===== config.mk =====
export PLATFORM = sky130hd
export DESIGN_NAME = pe_regfile_acc_flat
export DESIGN_NICKNAME = d
export VERILOG_FILES = /design/src/rtl/pe_regfile_acc_if.sv /design/src/rtl/pe_regfile_acc.sv /design/src/flat_wrapper.sv
export SDC_FILE = /design/constraint.sdc
export NUM_CORES = 1
export LEC_CHECK = 0
export CAP_MARGIN = 5
export CORE_UTILIZATION = 45
export CTS_CLUSTER_DIAMETER = 40
export DETAILED_ROUTE_END_ITERATION = 6
export SLEW_MARGIN = 25
export SYNTH_ARGS = -nofsm -noshare
export SYNTH_HDL_FRONTEND = slang
export SYNTH_SLANG_ARGS = --single-unit

===== constraint.sdc =====
create_clock -name clk -period 8.6 [get_ports clk]
set_input_delay 1.72 -clock clk [delete_from_list [all_inputs] [get_ports clk]]
set_output_delay 1.72 -clock clk [all_outputs]
set_load 0.005 [all_outputs]

===== src/rtl/pe_regfile_acc_if.sv =====
// Operand-fetch side bundle of the PE register file: write port, packed read ports and the
// clear-sequencer handshake.
interface pe_regfile_acc_if #(
  parameter int unsigned DATA_WIDTH = 16,
  parameter int unsigned DEPTH      = 16,
  parameter int unsigned NUM_RPORTS = 2
);
  localparam int unsigned ADDR_WIDTH = $clog2(DEPTH);

  logic                             we;
  logic                             wmode;
  logic [ADDR_WIDTH-1:0]            waddr;
  logic [DATA_WIDTH-1:0]            wdata;
  logic [NUM_RPORTS-1:0]            rd_en;
  logic [NUM_RPORTS*ADDR_WIDTH-1:0] raddr;
  logic [NUM_RPORTS*DATA_WIDTH-1:0] rdata;
  logic [NUM_RPORTS-1:0]            rvalid;
  logic                             clr_start;
  logic                             clr_busy;
  logic                             clr_done;
  logic                             wr_drop;

  modport master (
    output we, wmode, waddr, wdata, rd_en, raddr, clr_start,
    input  rdata, rvalid, clr_busy, clr_done, wr_drop
  );

  modport slave (
    input  we, wmode, waddr, wdata, rd_en, raddr, clr_start,
    output rdata, rvalid, clr_busy, clr_done, wr_drop
  );
endinterface


===== src/rtl/pe_regfile_acc.sv =====
// PE-local register file: registered multi-port reads with optional write forwarding,
// overwrite or signed saturating-accumulate writes, and a one-entry-per-cycle clear sequencer.
module pe_regfile_acc #(
  parameter int unsigned DATA_WIDTH = 16,
  parameter int unsigned DEPTH      = 16,
  parameter int unsigned NUM_RPORTS = 2,
  parameter bit          BYPASS     = 1'b1
) (
  input logic             clk,
  input logic             rst_n,
  pe_regfile_acc_if.slave bus
);
  localparam int unsigned ADDR_WIDTH = $clog2(DEPTH);
  // One extra bit so that a power-of-two DEPTH is representable in range compares.
  localparam logic [ADDR_WIDTH:0]   DEPTH_EXT = (ADDR_WIDTH + 1)'(DEPTH);
  localparam logic [ADDR_WIDTH-1:0] LAST_IDX  = ADDR_WIDTH'(DEPTH - 1);
  localparam logic [DATA_WIDTH-1:0] SAT_MAX   = {1'b0, {(DATA_WIDTH - 1){1'b1}}};
  localparam logic [DATA_WIDTH-1:0] SAT_MIN   = {1'b1, {(DATA_WIDTH - 1){1'b0}}};

  typedef enum logic [1:0] {StIdle, StClear, StDone} state_e;

  state_e                state_q, state_d;
  logic [ADDR_WIDTH-1:0] idx_q, idx_d;
  logic [DATA_WIDTH-1:0] mem_q [DEPTH];

  logic                  waddr_ok;
  logic                  wr_en;
  logic [DATA_WIDTH-1:0] wr_old;
  logic [DATA_WIDTH:0]   acc_sum;
  logic [DATA_WIDTH-1:0] acc_sat;
  logic [DATA_WIDTH-1:0] wr_val;
  logic                  wr_drop_q;

  logic [ADDR_WIDTH-1:0] rd_addr  [NUM_RPORTS];
  logic [DATA_WIDTH-1:0] rd_val   [NUM_RPORTS];
  logic [DATA_WIDTH-1:0] rdata_q  [NUM_RPORTS];
  logic [NUM_RPORTS-1:0] rvalid_q;

  // Writes are accepted only while the clear sequencer is idle.
  assign waddr_ok = {1'b0, bus.waddr} < DEPTH_EXT;
  assign wr_en    = bus.we && waddr_ok && (state_q == StIdle);
  assign wr_old   = waddr_ok ? mem_q[bus.waddr] : '0;

  always_comb begin
    acc_sum = {wr_old[DATA_WIDTH-1], wr_old} + {bus.wdata[DATA_WIDTH-1], bus.wdata};
    acc_sat = acc_sum[DATA_WIDTH-1:0];
    // Sign bits disagree only on signed overflow; the extra MSB gives the true sign.
    if (acc_sum[DATA_WIDTH] != acc_sum[DATA_WIDTH-1]) begin
      acc_sat = acc_sum[DATA_WIDTH] ? SAT_MIN : SAT_MAX;
    end
    wr_val = bus.wmode ? acc_sat : bus.wdata;
  end

  always_comb begin
    state_d = state_q;
    idx_d   = idx_q;
    case (state_q)
      StIdle: begin
        if (bus.clr_start) begin
          state_d = StClear;
          idx_d   = '0;
        end
      end
      StClear: begin
        idx_d = idx_q + ADDR_WIDTH'(1);
        if (idx_q == LAST_IDX) begin
          state_d = StDone;
          idx_d   = '0;
        end
      end
      StDone: begin
        state_d = StIdle;
      end
      default: begin
        state_d = StIdle;
        idx_d   = '0;
      end
    endcase
  end

  always_ff @(posedge clk or negedge rst_n) begin
    if (!rst_n) begin
      state_q   <= StIdle;
      idx_q     <= '0;
      wr_drop_q <= 1'b0;
    end else begin
      state_q   <= state_d;
      idx_q     <= idx_d;
      wr_drop_q <= bus.we && !wr_en;
    end
  end

  // A write in the clr_start cycle lands first; the sweep then overwrites it.
  always_ff @(posedge clk or negedge rst_n) begin
    if (!rst_n) begin
      for (int i = 0; i < DEPTH; i++) begin
        mem_q[i] <= '0;
      end
    end else if (state_q == StClear) begin
      mem_q[idx_q] <= '0;
    end else if (wr_en) begin
      mem_q[bus.waddr] <= wr_val;
    end
  end

  always_comb begin
    for (int p = 0; p < NUM_RPORTS; p++) begin
      rd_addr[p] = bus.raddr[p*ADDR_WIDTH +: ADDR_WIDTH];
      rd_val[p]  = '0;
      if ({1'b0, rd_addr[p]} < DEPTH_EXT) begin
        if (BYPASS && wr_en && (bus.waddr == rd_addr[p])) begin
          rd_val[p] = wr_val;
        end else begin
          rd_val[p] = mem_q[rd_addr[p]];
        end
      end
    end
  end

  always_ff @(posedge clk or negedge rst_n) begin
    if (!rst_n) begin
      rvalid_q <= '0;
      for (int p = 0; p < NUM_RPORTS; p++) begin
        rdata_q[p] <= '0;
      end
    end else begin
      rvalid_q <= bus.rd_en;
      for (int p = 0; p < NUM_RPORTS; p++) begin
        if (bus.rd_en[p]) begin
          rdata_q[p] <= rd_val[p];
        end
      end
    end
  end

  always_comb begin
    bus.rdata = '0;
    for (int p = 0; p < NUM_RPORTS; p++) begin
      bus.rdata[p*DATA_WIDTH +: DATA_WIDTH] = rdata_q[p];
    end
  end

  assign bus.rvalid   = rvalid_q;
  assign bus.wr_drop  = wr_drop_q;
  assign bus.clr_busy = (state_q == StClear);
  assign bus.clr_done = (state_q == StDone);

endmodule


===== src/flat_wrapper.sv =====
// flat-port wrapper written by rule: the top's interface ports become plain ports
module pe_regfile_acc_flat 
#(
  parameter int unsigned DATA_WIDTH = 16,
  parameter int unsigned DEPTH      = 16,
  parameter int unsigned NUM_RPORTS = 2,
  parameter bit          BYPASS     = 1'b1
)
  (clk, rst_n, bus_we, bus_wmode, bus_waddr, bus_wdata, bus_rd_en, bus_raddr, bus_clr_start, bus_rdata, bus_rvalid, bus_clr_busy, bus_clr_done, bus_wr_drop);
  pe_regfile_acc_if #(.DATA_WIDTH(DATA_WIDTH), .DEPTH(DEPTH), .NUM_RPORTS(NUM_RPORTS)) bus_i ();
  input logic clk;
  input logic rst_n;
  input wire logic [$bits(bus_i.we)-1:0] bus_we;
  input wire logic [$bits(bus_i.wmode)-1:0] bus_wmode;
  input wire logic [$bits(bus_i.waddr)-1:0] bus_waddr;
  input wire logic [$bits(bus_i.wdata)-1:0] bus_wdata;
  input wire logic [$bits(bus_i.rd_en)-1:0] bus_rd_en;
  input wire logic [$bits(bus_i.raddr)-1:0] bus_raddr;
  input wire logic [$bits(bus_i.clr_start)-1:0] bus_clr_start;
  output wire logic [$bits(bus_i.rdata)-1:0] bus_rdata;
  output wire logic [$bits(bus_i.rvalid)-1:0] bus_rvalid;
  output wire logic [$bits(bus_i.clr_busy)-1:0] bus_clr_busy;
  output wire logic [$bits(bus_i.clr_done)-1:0] bus_clr_done;
  output wire logic [$bits(bus_i.wr_drop)-1:0] bus_wr_drop;
  assign bus_i.we = bus_we;
  assign bus_i.wmode = bus_wmode;
  assign bus_i.waddr = bus_waddr;
  assign bus_i.wdata = bus_wdata;
  assign bus_i.rd_en = bus_rd_en;
  assign bus_i.raddr = bus_raddr;
  assign bus_i.clr_start = bus_clr_start;
  assign bus_rdata = bus_i.rdata;
  assign bus_rvalid = bus_i.rvalid;
  assign bus_clr_busy = bus_i.clr_busy;
  assign bus_clr_done = bus_i.clr_done;
  assign bus_wr_drop = bus_i.wr_drop;
  pe_regfile_acc #(.DATA_WIDTH(DATA_WIDTH), .DEPTH(DEPTH), .NUM_RPORTS(NUM_RPORTS), .BYPASS(BYPASS)) u_core (.clk(clk), .rst_n(rst_n), .bus(bus_i));
endmodule

==> results.md, run 1 <==
* Post-route minimum period at 6.54 ns
* Slew Viols, Final at 0
* Initial antenna violation count at 3
* Port Buffers at 71
* GRT Total Usage at 33.4%
* Dpl hpwl at 42000 um
* Hold Path Cell Cnt at 1
* Fin Hold WS at 0.452 ns
* Layout cells sized above 1 at 25.6%
* Commonest non-fill, non-tap cell in the layout: dfrtp_1
* Detailed Route Iter0 Violations at 2094
* WS Path Type: in -> reg
* Post-CTS Resized at 0
* Area of the core at 0.0400 sq mm
* Vias in the first global route at 15000
* CTS tree: built
* Worst-path fanout max at 53
* Worst Path Required at 9.01 ns
* Worst R2R Path Depth at 12
* Sw Pwr at 1.96 mW
* Max cap viols at 0
* Num CTS Buffers at 49
* Clock Latency Late Sink at 0.57 ns
* Routed Wire Length at 67200 um
* Die Width at 204 um
* Top_reg_cell synth: dfrtp_1
* Hold Crit Endpoint: u_core.state_q[0]
* FP Rows at 73
* R2r setup slk at 3.54 ns
* Htree depth at 2
* Routed len/inst at 31.1 um
* Hold_buf cts at 0
* Comb pwr share at 29.1%
* First-pass GRT wire length at 100000 um
* DIE AREA at 0.0416 sq mm
* Crit path capture type: flop
* Total grt overflow at 0
* Die Y at 204 um
* Total number of vias at 15000
* Post-synthesis average cell area at 11.7 sq um
* Pwr dens at 261 mW/mm^2
* Worst Tran Pin Value at 1.18 ns
* Worst min-delay path startpoint: u_core.state_q[1]
* TNS Setup at 0 ns
* Sequential group share of total power at 35.3%
* # DRC at 0
* Internal power consumption at 3.59 mW
* Max Fclk at 0.153 GHz
* I/O Pins at 72
* Nets at 1648
* RSZ-0062 raised after global routing: no
* Ranking of synthesized cells by area: dfrtp_1 40%, mux4_2 29%, nand2_1 5.0%
* Switch share at 35.3%
* Final setup vio count at 0
* Critical path arrival at 6.95 ns
* RR Endpoint: u_core.mem_q[10]
* Synth Register Bits at 297
* Starting Density at 45.9%
* Post-synth EDFFs at 0
* Clock root buffer: clkbuf_16
* Yosys warning count at 0
* Post-synth top area cell: dfrtp_1
* Outcome: completed
* Mapped Nets at 1626
* Worst-path clk slew at 0.06 ns
* Max-slew headroom at 21.1%
* Top-area cell type share of the netlist area at 40.5%
* Leakage power at 8.58 nW
* CP Launch Type: input pin
* Reg-to-reg critical path startpoint: u_core.mem_q[0]
* Setup Buffers After CTS at 0
* Layout Skew at 0.0177 ns
* Count of different cell masters after synthesis at 61
* Ratio of final minimum period to clock period at 76.1%
* Sequential area share after synthesis at 40.5%
* Synthesized area at 0.0184 sq mm
* Largest net degree at the start of global routing at 106
* Gp weighted congestion at 0.957
* Async set-reset flop share out of synthesis at 100%
* Tot Pwr at 5.55 mW
* CTS sink cnt at 297
* Drt pass-1 iters at 6
* CTS max path bufs at 3
* Final Hold Violating Endpoints at 0
* Max IR drop VDD at 0.000146 V
* Via density at 6.95
* Most frequent cells in the layout: 297 x dfrtp_1, 243 x nand2_1, 240 x mux4_2, 171 x o21ai_0
* Worst hold-check path type: reg -> reg
* Cell count after synthesis at 1570
* Antenna Nets Post-Route at 0
* Clock power share at 35.6%
* Area grow syn2layout at 15.8%
==> cell type report <==
cell class / instances / area [sq um]
clock buffers: 54 / 1250
repair buffers: 108 / 983
inverters: 21 / 78.8
fillers: 3382 / 18800
diodes: 2 / 5.00
clock inverters: 37 / 395
flip-flops and latches: 297 / 7430
multi-input cells: 1115 / 10400
well taps: 525 / 657
==> how the worst max path moves through the flow <==
stage	startpoint	to	slack, ns
finish	bus_waddr[1]	u_core.mem_q[10]	2.06
floorplan	bus_waddr[0]	u_core.mem_q[104]	2.11
CTS	bus_waddr[1]	u_core.bus.rdata[26]	2.16
detailed placement	bus_waddr[1]	u_core.bus.rdata[26]	1.59
global placement	bus_waddr[1]	u_core.bus.rdata[10]	1.69
global route	bus_waddr[1]	u_core.bus.rdata[26]	1.87
==> per-layer routing <==
metal	vias to the layer above	wire length, um	share of wire, %	track usage (%)
li1	6132	-	-	-
met1	7667	25900	38	45.4
met2	987	30500	45	50.4
met3	212	7740	12	8.79
met4	2	3120	4.6	15.0
met5	-	13	0.019	0
==> registers in the layout, summed over array words and instances (netlist names) <==
signal              cells
u_core.mem_q          256
u_core.bus.rdata       32
u_core.idx_q            4
u_core.bus.rvalid       2
u_core.state_q          2
u_core.bus.wr_drop      1
==> synth_stat cells (7+ instances only) <==
cell,instances
dfrtp_1,297
nand2_1,243
mux4_2,240
o21ai_0,173
clkbuf_1,89
o21ai_1,60
a21oi_1,50
nor2_1,46
nand3_1,34
nor2b_1,34
o221ai_1,26
buf_2,23
buf_1,21
a31oi_1,20
ha_1,20
inv_1,20
a22o_1,19
a32o_1,16
o21ai_2,11
o21a_1,10
xor2_1,10
nor3_1,9
xnor2_1,9
a21o_1,8
and2_1,7
==> critical path, stage by stage <==
cell and delay, ns:
buf_4 0.66, buf_4 0.46, mux4_2 0.35, mux4_2 0.48, ha_1 0.36, a21o_1 0.22
or3_1 0.39, o21ai_2 0.21, o211ai_1 0.18, mux2_4 0.40, nor2_4 0.49, o22a_1 0.74
o21ai_0 0.20
==> cell families after synthesis <==
family          after synthesis  share of synthesized area, %
xor+xnor                     19                         0.907
compound gates              431                          14.5
flops                       297                          40.5
fa+ha+maj                    21                          1.47
simple gates                402                          9.59
mux                         242                          29.6
buf+inv                     158                          3.48
==> through the flow <==
stage	instances	cell area (sq um)	setup WS [ns]	util, %
detailed placement	2065	19600	1.59	48.9
finish	2159	21200	2.06	53.1
floorplan	1570	18400	2.11	-
CTS	2156	21200	2.16	53.0
global placement	2065	19600	1.69	48.9
global route	2157	21200	1.87	53.1
==> power groups by stage <==
stage	registers [mW]	logic, mW	clock network (mW)
final	1.96	1.61	1.98
after global routing	1.99	1.72	2.06
after CTS	1.94	1.59	1.99
after detailed placement	1.96	1.58	0
after global placement	1.95	1.56	0
after floorplan	1.87	1.05	0
Power figures use the tool's default switching activity.
==> run 2, diff against run 1 <==
Clock period 8.6 ns to 5.35 ns, I/O delays scaled along.
==> run 2 against run 1 <==
  * Die area stayed put
  * Routed wire length grew 2.4%
  * Design area is 3.1% higher
  * Sequential share of layout area down 1.1 points
  * Register-to-register slack worse by 2.8 ns
  * Sequential power increased by 62%
  * Critical endpoint is now u_core.mem_q[33]
  * Clock-buffer cell count is 7 lower
  * Non-clock buffer count grew 80
  * Critical path depth is 3 higher
==> results.md, run 2 (synthesis results as in run 1) <==
* Met1 global-route usage at 45.3%
* CP dominant cell by count: buf_4
* Worst Tran Pin Value at 1.15 ns
* Worst R2R Path Depth at 12
* Final WS setup at 0.384 ns
* Die Y at 204 um
* Crit path launch: bus_waddr[0]
* Via density at 6.89
* CP Launch Type: input pin
* Post-CTS Resized at 0
* Most frequent cells in the layout: 297 x dfrtp_1, 242 x nand2_1, 240 x mux4_2, 171 x o21ai_0, 98 x buf_4
* Worst Path Required at 5.74 ns
* Clock Latency Late Sink at 0.56 ns
* Max IR drop VDD at 0.000215 V
* Post-route minimum period at 4.97 ns
* Detailed Route Iter0 Violations at 2033
* Max reg flops at 256
* Starting Density at 45.9%
* Htree depth at 2
* Worst min-delay path startpoint: u_core.state_q[1]
* Total number of vias at 15300
* Initial antenna violation count at 4
* Port Buffers at 71
* Area grow syn2layout at 19.4%
* Reg-to-reg critical path startpoint: u_core.mem_q[128]
* Global-route met3 utilization at 10.4%
* FP Rows at 73
* RR Endpoint: u_core.mem_q[33]
* GRT Total Usage at 34.0%
* CP Capture Point: u_core.mem_q[33]
* Slowest stage delay, CP at 0.56 ns
* Final setup vio count at 0
* Num CTS Buffers at 43
* Layout Skew at 0.0224 ns
* CP bufs+invs at 6
* Fin Hold WS at 0.458 ns
* Top reg by flops: u_core.mem_q
* First-pass GRT wire length at 102000 um
* CTS tree: built
* Hold_buf cts at 0
* Ratio of final minimum period to clock period at 92.8%
* # DRC at 0
* Antenna Nets Post-Route at 0
* Ordered cell list for the critical path: buf_4, buf_12, buf_4, mux4_2, mux4_2, ha_1, buf_4, and3_1, o21ai_0, buf_4, nor2b_1, o211ai_1, o211ai_4, o221ai_2, inv_1, o21ai_0
* Slew Viols, Final at 0
* Final Hold Violating Endpoints at 0
* Max cap viols at 0
* Area of the core at 0.0400 sq mm
* Die Width at 204 um
* WS Path Type: in -> reg
* CTS max path bufs at 3
* Layout cells sized above 1 at 28.4%
* Leakage power at 8.98 nW
* Top Usage Layer GRT: met2
* Routed Wire Length at 68800 um
* Worst hold-check path type: reg -> reg
* RSZ-0062 raised after global routing: no
* Largest net degree at the start of global routing at 107
* I/O Pins at 72
* Nets at 1722
* Met2 usage at 51.2%
* Outcome: completed
* Max Fclk at 0.201 GHz
* Routed len/inst at 31.0 um
* Commonest non-fill, non-tap cell in the layout: dfrtp_1
* Max-slew headroom at 23.1%
* R2r setup slk at 0.74 ns
* Total grt overflow at 0
* Dpl hpwl at 45300 um
* Vias in the first global route at 15300
* CTS sink cnt at 297
* Setup Buffers After CTS at 0
* WP depth at 16
* Crit-path leading delay family: buffers and inverters
* Critical path arrival at 5.36 ns
* DIE AREA at 0.0416 sq mm
* Drt pass-1 iters at 5
* Worst-path fanout max at 20
* Pwr dens at 409 mW/mm^2
* Crit path max-delay cell type: mux4_2
* Worst-path clk slew at 0.06 ns
* Place WS at -0.0851 ns
* Clock root buffer: clkbuf_16
* Crit path capture type: flop
* Gp weighted congestion at 0.983
-- run 2: power breakdown --
group / total [mW] / internal (mW) / switching (mW)
logic: 2.86 / 1.31 / 1.55
clock network: 2.93 / 1.77 / 1.15
registers: 3.17 / 2.69 / 0.482
-- run 2: worst register-to-register path: cells and delay by family (launching register included) --
kind | cells | cell delay, ns
AOI/OAI and AO/OA | 6 | 1.80
DFF | 1 | 0.42
and+or+nand+nor | 1 | 0.16
muxes | 2 | 1.04
adders and majority gates | 2 | 0.69
buffers and inverters | 1 | 0.38
-- run 2: routing by layer --
layer	routed length (um)	vias to the layer above
met4	3310	2
li1	-	6238
met5	12	-
met3	8820	228
met2	31100	1072
met1	25500	7773
-- run 2: through the flow --
stage / std cells / setup TNS (ns) / cell area, sq um / utilization, % / total power [mW]
6_report: 2222 / 0 / 21900 / 54.8 / 8.95
5_1_grt: 2221 / 0 / 21900 / 54.8 / 9.28
4_1_cts: 2221 / 0 / 21900 / 54.8 / 8.89
3_5_place_dp: 2146 / -0.546 / 20500 / 51.1 / 5.97
3_3_place_gp: 2146 / 0 / 20400 / 51.1 / 5.90
2_1_floorplan: 1570 / 0 / 18400 / - / 4.69
-- run 2: worst min-delay path by stage --
stage	end	slack (ns)	cells past startpoint
6_report	u_core.state_q[0]	0.46	1
2_1_floorplan	u_core.state_q[0]	0.43	1
3_3_place_gp	u_core.state_q[0]	0.43	1
4_1_cts	u_core.state_q[0]	0.45	1
5_1_grt	u_core.state_q[0]	0.48	1
3_5_place_dp	u_core.state_q[0]	0.44	1
-- run 2: final cells by class --
type                    count  area, sq um
fillers                  3343        18100
multi-input cells        1115        10400
flip-flops and latches    297         7430
repair buffers            188         1850
clock buffers              47         1110
well taps                 525          657
clock inverters            28          338
inverters                  21         78.8
diodes                      1         2.50
==> run 3, diff against run 2 <==
Clock period 5.35 ns to 4.65 ns, I/O delays scaled along.
==> run 3 against run 2 <==
  * Clock power grew 15%
  * Routed wire length grew 2.8%
  * Core utilization grew 1.4 points
  * Hold slack lost 0.088 ns
  * Largest cell class unchanged
  * Global-route usage grew 0.76 points
  * Combinational power grew 21%
  * Critical path type unchanged
  * Worst setup slack lost 0.28 ns
  * Clock-buffer cell count grew 8
  * Largest power group unchanged
  * Register-to-register slack lost 0.41 ns
  * Sequential power grew 15%
  * Highest routed layer is now met4
==> results.md, run 3 (synthesis results as in run 1) <==
* Outcome: completed
* Ratio of final minimum period to clock period at 97.7%
* Hold_buf cts at 0
* Final setup vio count at 0
* Fillers at 3308
* Max-slew headroom at 26.1%
* Worst-path fanout max at 11
* Detailed Route Iter0 Violations at 2033
* Reg-to-reg critical path startpoint: u_core.mem_q[224]
* Layout Skew at 0.0168 ns
* Final Hold Violating Endpoints at 0
* Antenna Nets Post-Route at 0
* Port Buffers at 71
* Routed Wire Length at 70700 um
* Top reg by flops: u_core.mem_q
* Drt pass-1 iters at 5
* Ordered cell list for the critical path: buf_8, buf_12, mux4_2, mux4_2, ha_1, a21o_1, or3_1, buf_4, o21ai_0, buf_4, a21oi_1, a211oi_1, buf_4, nand2b_1, o21a_1, buf_4, o21ai_0
* Num CTS Buffers at 45
* Dpl hpwl at 45800 um
* CP Launch Type: input pin
* # DRC at 0
* CP dominant cell by count: buf_4
* Commonest non-fill, non-tap cell in the layout: dfrtp_1
* Total number of vias at 15700
* Worst hold-check path type: in -> async
* Largest net degree at the start of global routing at 113
* Vias in the first global route at 15300
* I/O Pins at 72
* Layout cells sized above 1 at 30.8%
* Area of the core at 0.0400 sq mm
* Crit path launch: bus_waddr[0]
* Worst Tran Pin Value at 1.11 ns
* Clock root buffer: clkbuf_16
* Slowest stage delay, CP at 0.56 ns
* Max cap viols at 0
* Clock Latency Late Sink at 0.55 ns
* Tot Pwr at 10.5 mW
* GRT Total Usage at 34.7%
* Initial antenna violation count at 1
* CTS max path bufs at 3
* RSZ-0062 raised after global routing: no
* Slew Viols, Final at 0
* Dpl cell area at 0.0209 sq mm
* Nets at 1772
* CTS sink cnt at 297
* CTS tree: built
* Die Width at 204 um
* Critical path arrival at 4.98 ns
* CP bufs+invs at 6
* Worst Path Required at 5.09 ns
* Crit-path leading delay family: compound AO/OA/AOI/OAI gates
* Starting Density at 45.9%
* Gp weighted congestion at 0.935
* Max Fclk at 0.220 GHz
* Worst-path clk slew at 0.05 ns
* Post-route minimum period at 4.54 ns
* First-pass GRT wire length at 103000 um
* Crit path max-delay cell type: mux4_2
* Max reg flops at 256
* WS Path Type: in -> reg
* Leakage power at 9.28 nW
* Area grow syn2layout at 22.4%
* Max IR drop VDD at 0.000309 V
* Crit path capture type: flop
* Die Y at 204 um
* Most frequent cells in the layout: 297 x dfrtp_1, 240 x nand2_1, 240 x mux4_2, 137 x o21ai_0, 136 x buf_4
* Total grt overflow at 0
* DIE AREA at 0.0416 sq mm
* Via density at 6.89
* Pwr dens at 466 mW/mm^2
* Routed len/inst at 31.1 um
* Design area at 0.0225 sq mm
* FP Rows at 73
* Htree depth at 2
[run 3: path summary, 6_finish.rpt]
check	cells after the start	to	slack (ns)
setup / recovery	17	u_core.bus.rdata[13]	0.11
hold / removal	1	u_core.mem_q[114]	0.37
hold reg to reg	1	u_core.state_q[0]	0.45
min in group clk	1	u_core.state_q[0]	0.45
max in group asynchronous	2	u_core.mem_q[217]	3.16
setup reg to reg	14	u_core.bus.rdata[13]	0.33
[run 3: worst reg2reg max path, stage by stage (launching register included)]
cell	delay (ns)
dfrtp_1	0.43
mux4_2	0.48
mux4_2	0.57
ha_4	0.22
fa_2	0.39
a211o_1	0.35
a211oi_2	0.27
a211o_1	0.22
a31oi_1	0.10
mux2_4	0.31
nor2_4	0.17
buf_12	0.18
o21a_1	0.24
buf_4	0.14
o21ai_0	0.09
[run 3: routing by layer]
| layer | part of all wire [%] | GRT usage [%] |
|---|---|---|
| met5 | 0 | 0 |
| met4 | 5.7 | 17.5 |
| met3 | 12 | 8.82 |
| met2 | 45 | 53.6 |
| met1 | 37 | 45.6 |
[run 3: final cells by class]
class                      count  area, sq um  area share (%)
antenna                        1         2.50          0.0111
clock buffer                  55         1220            5.45
sequential                   297         7430            33.1
clock inverter                24          253            1.13
tap                          525          657            2.92
inverter                      21         78.8           0.351
multi-input combinational   1115        10500            46.6
timing repair buffer         236         2340            10.4
[run 3: power by group]
part           switching [mW]  internal (mW)  leakage, nW
Clock                    1.36           2.02        0.719
Sequential              0.555           3.09         4.10
Combinational            1.84           1.60         4.46
Total                    3.76           6.71         9.28
[run 3: what timing repair did]
item                       4_1_cts  5_1_grt
setup endpoints to repair        0      238
setup buffers                    0        7
gates resized for setup          0        3
[run 3: through the flow]
stage	setup WS [ns]	setup TNS (ns)	instances	util, %	hold WS [ns]
4_1_cts	0.0348	0	2265	55.9	0.410
2_1_floorplan	-0.283	-51.56	1570	-	0.427
3_5_place_dp	-0.513	-110.35	2186	52.2	0.452
6_report	0.106	0	2274	56.1	0.370
5_1_grt	0.0143	0	2273	56.1	0.428
3_3_place_gp	-0.498	-113.07	2186	52.2	0.438
